$ cat config.mk
export PLATFORM = sky130hd
export DESIGN_NAME = hsi_mse_rt
export DESIGN_NICKNAME = d
export VERILOG_FILES = /design/src/rtl/hsi_mse_rt.sv
export SDC_FILE = /design/constraint.sdc
export NUM_CORES = 2
export LEC_CHECK = 0
export CORE_UTILIZATION = 45
export CTS_BUF_LIST = sky130_fd_sc_hd__clkbuf_4 sky130_fd_sc_hd__clkbuf_8
export DETAILED_ROUTE_END_ITERATION = 6
export GPL_ROUTABILITY_DRIVEN = 0
export GPL_TIMING_DRIVEN = 0
export PLACE_DENSITY = 0.65
export SLEW_MARGIN = 20
export SYNTH_ARGS = -nofsm -noshare
export SYNTH_HDL_FRONTEND = slang
export SYNTH_SLANG_ARGS = --single-unit
$ cat constraint.sdc
create_clock -name clk -period 7.78 [get_ports clk]
set_input_delay 1.556 -clock clk [delete_from_list [all_inputs] [get_ports clk]]
set_output_delay 1.556 -clock clk [all_outputs]
set_load 0.02 [all_outputs]
$ cat src/rtl/hsi_mse_rt.sv
// hsi_mse_rt: streaming sum-of-squared-differences engine for two packed
// hyperspectral vectors, followed by a sequential divide by the band count.
// Optional best-match tracking is compiled in with `define HM_MIN_TRACK_EN.
//
//   state   | meaning
//   --------+---------------------------------------------------------
//   S_IDLE  | waiting for a start word; non-start words are dropped
//   S_ACC   | accepting the remaining words of the current vector
//   S_DRAIN | three cycles letting the datapath pipeline empty
//   S_DIV   | restoring divide SSE / bands, one quotient bit per cycle
//   S_OUT   | result presented, waiting for mse_ready
`timescale 1ns/1ps

module hsi_mse_rt #(
    parameter int WORD_WIDTH     = 32,
    parameter int DATA_WIDTH     = 16,
    parameter int DATA_WIDTH_MUL = 32,
    parameter int DATA_WIDTH_ACC = 48,
    parameter int HSI_BANDS      = 128,
    localparam int DATA_PER_WORD = WORD_WIDTH / DATA_WIDTH,
    localparam int BANDS_WIDTH   = $clog2(HSI_BANDS + 1)
) (
    input  logic                   clk,
    input  logic                   rst_n,
    input  logic [BANDS_WIDTH-1:0] cfg_bands,
    input  logic                   start_vctr,
    input  logic [WORD_WIDTH-1:0]  element_a,
    input  logic [WORD_WIDTH-1:0]  element_b,
    input  logic                   element_valid,
    output logic                   element_ready,
    output logic [WORD_WIDTH-1:0]  mse,
    output logic                   mse_valid,
    input  logic                   mse_ready,
    output logic                   error
`ifdef HM_MIN_TRACK_EN
    ,
    input  logic                   min_clear,
    output logic [WORD_WIDTH-1:0]  min_mse,
    output logic [15:0]            min_idx,
    output logic                   min_valid
`endif
);

    localparam int CNT_W  = $clog2(DATA_WIDTH_ACC + 1);
    localparam int LANE_W = $clog2(DATA_PER_WORD + 1);

    typedef enum logic [2:0] {S_IDLE, S_ACC, S_DRAIN, S_DIV, S_OUT} state_t;

    state_t                    state_q, state_d;
    logic [BANDS_WIDTH-1:0]    bands_q, bands_d;
    logic [BANDS_WIDTH-1:0]    words_left_q, words_left_d;
    logic [LANE_W-1:0]         lanes_last_q, lanes_last_d;
    logic [CNT_W-1:0]          cnt_q, cnt_d;
    logic [DATA_WIDTH_ACC-1:0] dq_q, dq_d;
    logic [BANDS_WIDTH-1:0]    rem_q, rem_d;
    logic [WORD_WIDTH-1:0]     mse_q, mse_d;
    logic                      err_q, err_d;

    logic [DATA_WIDTH-1:0]     s1_diff_q [DATA_PER_WORD];
    logic                      s1_vld_q;
    logic [DATA_WIDTH_MUL-1:0] s2_sq_q [DATA_PER_WORD];
    logic                      s2_vld_q;
    logic [DATA_WIDTH_ACC-1:0] acc_q;

    logic                      xfer;
    logic                      take;
    logic                      flush;
    logic [LANE_W-1:0]         lane_lim;
    logic                      cfg_ok;
    logic [BANDS_WIDTH-1:0]    cfg_words;
    logic [LANE_W-1:0]         cfg_lanes_last;
    logic [BANDS_WIDTH:0]      rem_shift;
    logic                      rem_ge;
    logic [DATA_WIDTH-1:0]     diff_d [DATA_PER_WORD];
    logic [DATA_WIDTH_ACC-1:0] lane_sum;

    assign element_ready = rst_n && (state_q == S_IDLE || state_q == S_ACC);
    assign xfer          = element_valid && element_ready;
    assign mse_valid     = (state_q == S_OUT);
    assign mse           = mse_q;
    assign error         = err_q;

    // Decode the band count offered with a start word.
    always_comb begin
        cfg_ok         = (cfg_bands != '0) && (int'(cfg_bands) <= HSI_BANDS);
        cfg_words      = BANDS_WIDTH'((int'(cfg_bands) + DATA_PER_WORD - 1) / DATA_PER_WORD);
        cfg_lanes_last = LANE_W'(int'(cfg_bands) - (int'(cfg_words) - 1) * DATA_PER_WORD);
        rem_shift      = {rem_q, dq_q[DATA_WIDTH_ACC-1]};
        rem_ge         = (rem_shift >= {1'b0, bands_q});
    end

    // Sequencing: word acceptance, drain timer, divider steps, result hold.
    always_comb begin
        state_d      = state_q;
        bands_d      = bands_q;
        words_left_d = words_left_q;
        lanes_last_d = lanes_last_q;
        cnt_d        = cnt_q;
        dq_d         = dq_q;
        rem_d        = rem_q;
        mse_d        = mse_q;
        err_d        = 1'b0;
        take         = 1'b0;
        flush        = 1'b0;
        lane_lim     = LANE_W'(DATA_PER_WORD);
        case (state_q)
            S_IDLE, S_ACC: begin
                if (xfer) begin
                    if (start_vctr) begin
                        // A start word always begins from a clean accumulator;
                        // inside ACC it also signals an aborted vector.
                        flush = 1'b1;
                        if (state_q == S_ACC) err_d = 1'b1;
                        if (cfg_ok) begin
                            take         = 1'b1;
                            bands_d      = cfg_bands;
                            lanes_last_d = cfg_lanes_last;
                            words_left_d = cfg_words - 1'b1;
                            if (cfg_words == BANDS_WIDTH'(1)) begin
                                lane_lim = cfg_lanes_last;
                                cnt_d    = CNT_W'(2);
                                state_d  = S_DRAIN;
                            end else begin
                                state_d  = S_ACC;
                            end
                        end else begin
                            err_d   = 1'b1;
                            state_d = S_IDLE;
                        end
                    end else if (state_q == S_ACC) begin
                        take         = 1'b1;
                        words_left_d = words_left_q - 1'b1;
                        if (words_left_q == BANDS_WIDTH'(1)) begin
                            lane_lim = lanes_last_q;
                            cnt_d    = CNT_W'(2);
                            state_d  = S_DRAIN;
                        end
                    end
                end
            end
            S_DRAIN: begin
                if (cnt_q == '0) begin
                    dq_d    = acc_q;
                    rem_d   = '0;
                    cnt_d   = CNT_W'(DATA_WIDTH_ACC);
                    state_d = S_DIV;
                end else begin
                    cnt_d = cnt_q - 1'b1;
                end
            end
            S_DIV: begin
                if (cnt_q == '0) begin
                    // Quotient is complete; clamp anything wider than the output.
                    mse_d   = ((dq_q >> WORD_WIDTH) != '0) ? '1 : WORD_WIDTH'(dq_q);
                    state_d = S_OUT;
                end else begin
                    rem_d = rem_ge ? BANDS_WIDTH'(rem_shift - {1'b0, bands_q})
                                   : rem_shift[BANDS_WIDTH-1:0];
                    dq_d  = {dq_q[DATA_WIDTH_ACC-2:0], rem_ge};
                    cnt_d = cnt_q - 1'b1;
                end
            end
            S_OUT: begin
                if (mse_ready) state_d = S_IDLE;
            end
            default: state_d = S_IDLE;
        endcase
    end

    // Control and divider registers.
    always_ff @(posedge clk or negedge rst_n) begin
        if (!rst_n) begin
            state_q      <= S_IDLE;
            bands_q      <= '0;
            words_left_q <= '0;
            lanes_last_q <= '0;
            cnt_q        <= '0;
            dq_q         <= '0;
            rem_q        <= '0;
            mse_q        <= '0;
            err_q        <= 1'b0;
        end else begin
            state_q      <= state_d;
            bands_q      <= bands_d;
            words_left_q <= words_left_d;
            lanes_last_q <= lanes_last_d;
            cnt_q        <= cnt_d;
            dq_q         <= dq_d;
            rem_q        <= rem_d;
            mse_q        <= mse_d;
            err_q        <= err_d;
        end
    end

    // Per-lane absolute difference with lanes past the band count zeroed,
    // plus the lane sum feeding the accumulator.
    always_comb begin
        lane_sum = '0;
        for (int l = 0; l < DATA_PER_WORD; l++) begin
            logic [DATA_WIDTH-1:0] a_l, b_l;
            a_l       = element_a[l*DATA_WIDTH +: DATA_WIDTH];
            b_l       = element_b[l*DATA_WIDTH +: DATA_WIDTH];
            diff_d[l] = (a_l >= b_l) ? (a_l - b_l) : (b_l - a_l);
            if (LANE_W'(l) >= lane_lim) diff_d[l] = '0;
            lane_sum  = lane_sum + DATA_WIDTH_ACC'(s2_sq_q[l]);
        end
    end

    // Three-stage datapath: |a-b|, square, accumulate.
    always_ff @(posedge clk or negedge rst_n) begin
        if (!rst_n) begin
            s1_vld_q <= 1'b0;
            s2_vld_q <= 1'b0;
            acc_q    <= '0;
            for (int l = 0; l < DATA_PER_WORD; l++) begin
                s1_diff_q[l] <= '0;
                s2_sq_q[l]   <= '0;
            end
        end else begin
            s1_vld_q <= take;
            s2_vld_q <= s1_vld_q && !flush;
            for (int l = 0; l < DATA_PER_WORD; l++) begin
                s1_diff_q[l] <= diff_d[l];
                s2_sq_q[l]   <= DATA_WIDTH_MUL'(s1_diff_q[l]) * DATA_WIDTH_MUL'(s1_diff_q[l]);
            end
            if (flush)         acc_q <= '0;
            else if (s2_vld_q) acc_q <= acc_q + lane_sum;
        end
    end

`ifdef HM_MIN_TRACK_EN
    logic [15:0]           vec_idx_q;
    logic [WORD_WIDTH-1:0] min_mse_q;
    logic [15:0]           min_idx_q;
    logic                  min_valid_q;
    logic                  res_hs;

    assign res_hs    = mse_valid && mse_ready;
    assign min_mse   = min_mse_q;
    assign min_idx   = min_idx_q;
    assign min_valid = min_valid_q;

    // Track the smallest result seen; strict compare keeps the earlier index on ties.
    always_ff @(posedge clk or negedge rst_n) begin
        if (!rst_n) begin
            vec_idx_q   <= '0;
            min_mse_q   <= '1;
            min_idx_q   <= '0;
            min_valid_q <= 1'b0;
        end else if (min_clear) begin
            vec_idx_q   <= '0;
            min_mse_q   <= '1;
            min_idx_q   <= '0;
            min_valid_q <= 1'b0;
        end else if (res_hs) begin
            vec_idx_q <= vec_idx_q + 1'b1;
            if (!min_valid_q || mse_q < min_mse_q) begin
                min_mse_q   <= mse_q;
                min_idx_q   <= vec_idx_q;
                min_valid_q <= 1'b1;
            end
        end
    end
`endif

endmodule
==> out/qor.yml <==
cts_root_buffer: "clkbuf_8"
worstPathRequired_ns: 8.31
clock_sinks: 259
hold-path-cell-count: 1
worst_slew_pin_slew_ns: 0.852
synthesis.area_um2: 30400
fin_crit_sh_pct: 94.9
clk_latency_ns: 0.66
start_kind: "flop"
antenna_left: 0
dieHeight_um: 262
synth_common_cells: "inv_1 (604), fa_1 (361), ha_1 (314), nand2_1 (301), dfrtp_1 (259)"
hold_viol: 0
grt_pass1_wl_mm: 118
setup_viol: 0
timing.setup.tns_ns: 0
synth_top_cells_by_area: "fa_1 (24%), dfrtp_1 (21%), ha_1 (13%), inv_1 (7.5%), nand2_1 (3.7%)"
synth_seq_cells: 259
antenna_found_initial: 0
syn_to_final_growth_pct: 10.9
yosys.area.top_type: "fa_1"
grt_max_degree: 98
cts_buffer_depth: 3
core-area_um2: 66300
hold_class: "flop to flop"
grt_pass1_vias: 23400
status: "complete, no violations"
synth.distinct_cells: 93
dp_hpwl_mm: 58.3
io_pins: 112
finalNetCount: 4212
reg2reg_slack_ns: 0.40
synthCells: 3302
die_x_um: 262
cts_tree: "yes"
port_buffers: 105
synth_edf_count: 0
drc: 0
cts_hold_buffers: 0
clkTransAtPathRegs_ns: 0.07
drive_above_1_share_pct: 5.01
cts_made_buffers: 47
synth_top_area_share_pct: 23.8
worstSetupPathType: "flop to flop"
slew_headroom_pct: 43.2
die_area_um2: 68600
yosysMostFrequentCell: "inv_1"
postCtsSetupBuffers: 0
arrival_ns: 7.91
rsz0062_at_grt: "false"
num_rows: 94
startpoint: "s1_diff_q[4]"
rr_endpoint: "s2_sq_q[29]"
async_reset_ff_share_pct: 100
gr-total-overflow: 0
cts_resized: 0
initialDrtViolationCount: 1321
yosysWarnings: 0
syn_area_per_cell_um2: 9.21
wl_per_cell_um: 16.3
cap_violations: 0
vias: 22800
dr.pass1.iters: 5
ys_seq_area_share_pct: 21.3
hold_ws_ns: 0.458
synth_ff_type: "dfrtp_1"
cp_max_fo: 10
fmax_ghz: 0.135
fin_crit_ns: 7.38
viasPerCell: 5.23
end_kind: "flop"
min_from: "s1_vld_q"
timing.rr.start: "s1_diff_q[4]"
pre_cts_ws_ns: 0.575
maxSlewViolCount: 0
ff2ff_path_depth: 22
skew_ns: 0.0636
htree_levels: 2
timing.final.ws_setup_ns: 0.396
start_util_pct: 45.8
antennaDiodeCount: 0
whs_endpoint: "s2_vld_q"
drt-total-wl_mm: 71.2
grtUsageTotal_pct: 21.7
==> how the worst max path moves through the flow <==
stage	endpoint	slack, ns	depth (start not counted)
floorplan	s2_sq_q[60]	1.64	25
global placement	s1_diff_q[17]	-6.23	1
detailed placement	s2_sq_q[29]	0.57	22
CTS	s2_sq_q[29]	0.51	22
global route	s2_sq_q[29]	0.07	22
finish	s2_sq_q[29]	0.40	22
==> cell usage in the layout (no fill, tap or decap), drive strengths merged, types with 16 or more instances in the layout <==
master,n
a211oi,26
a21o,73
a21oi,163
a31oi,25
and2,87
and3,20
buf,47
clkbuf,151
clkdlybuf4s50,104
dfrtp,259
fa,361
ha,314
inv,605
mux2i,90
nand2,303
nand2b,17
nand3,26
nand4,26
nor2,190
nor2b,21
nor3,22
o211ai,16
o21ai,171
o21bai,25
o22a,34
xnor2,93
xor2,62
==> layer usage <==
metal / share of wire, % / global-route usage [%] / routed length, µm
met1: 45 / 29.6 / 32300
met2: 47 / 35.6 / 33200
met3: 5.4 / 3.20 / 3870
met4: 2.6 / 6.31 / 1860
met5: 0 / 0 / 0
==> flip-flops by register name, indices dropped and copies added (netlist names) <==
name,count
error,1
cnt_q,6
bands_q,8
rem_q,8
dq_q,48
lanes_last_q,1
mse,32
acc_q,48
s1_vld_q,1
s2_vld_q,1
s2_sq_q,62
state_q,3
s1_diff_q,32
words_left_q,8
==> worst max-delay path, cell delays in order, from the launching register on <==
cell	delay (ns)
dfrtp_1	0.42
clkbuf_1	0.42
clkbuf_1	0.62
nand2_1	0.15
fa_1	0.53
fa_1	0.50
inv_1	0.06
fa_1	0.50
fa_1	0.48
fa_1	0.52
inv_1	0.05
fa_1	0.47
inv_1	0.04
ha_1	0.37
a21o_1	0.14
a21oi_1	0.06
o21ai_1	0.23
nor4b_1	0.09
nor3_1	0.63
a31oi_1	0.27
o31ai_1	0.30
a21oi_1	0.12
xnor2_1	0.28
==> per-stage QoR <==
step	instances	instance area (µm²)	utilization (%)
finish	4360	33700	50.8
global route	4360	33700	50.8
CTS	4360	33700	50.8
detailed placement	4275	32600	49.2
global placement	4272	32500	49.0
floorplan	3303	30400	-
==> kinds of logic after synthesis <==
logic type / synth area share [%]
other: 0.0123
xor gates and xnor gates: 4.47
DFF: 21.3
muxes: 3.26
and+or+nand+nor: 11.6
buffers and inverters: 9.27
AOI/OAI and AO/OA: 13.3
adders and majority gates: 36.7
==> cell type report <==
| cell class | instances | area [µm²] |
|---|---|---|
| fillers | 6302 | 32600 |
| repair buffers | 108 | 1140 |
| flip-flops and latches | 259 | 6480 |
| multi-input cells | 2315 | 21100 |
| inverters | 605 | 2270 |
| clock inverters | 15 | 191 |
| well taps | 864 | 1080 |
| plain buffers | 124 | 548 |
| clock buffers | 70 | 895 |
Power is left out: the tool's default activity adds up to more than one toggle a clock period on the data nets, which glitch-free logic cannot reach.
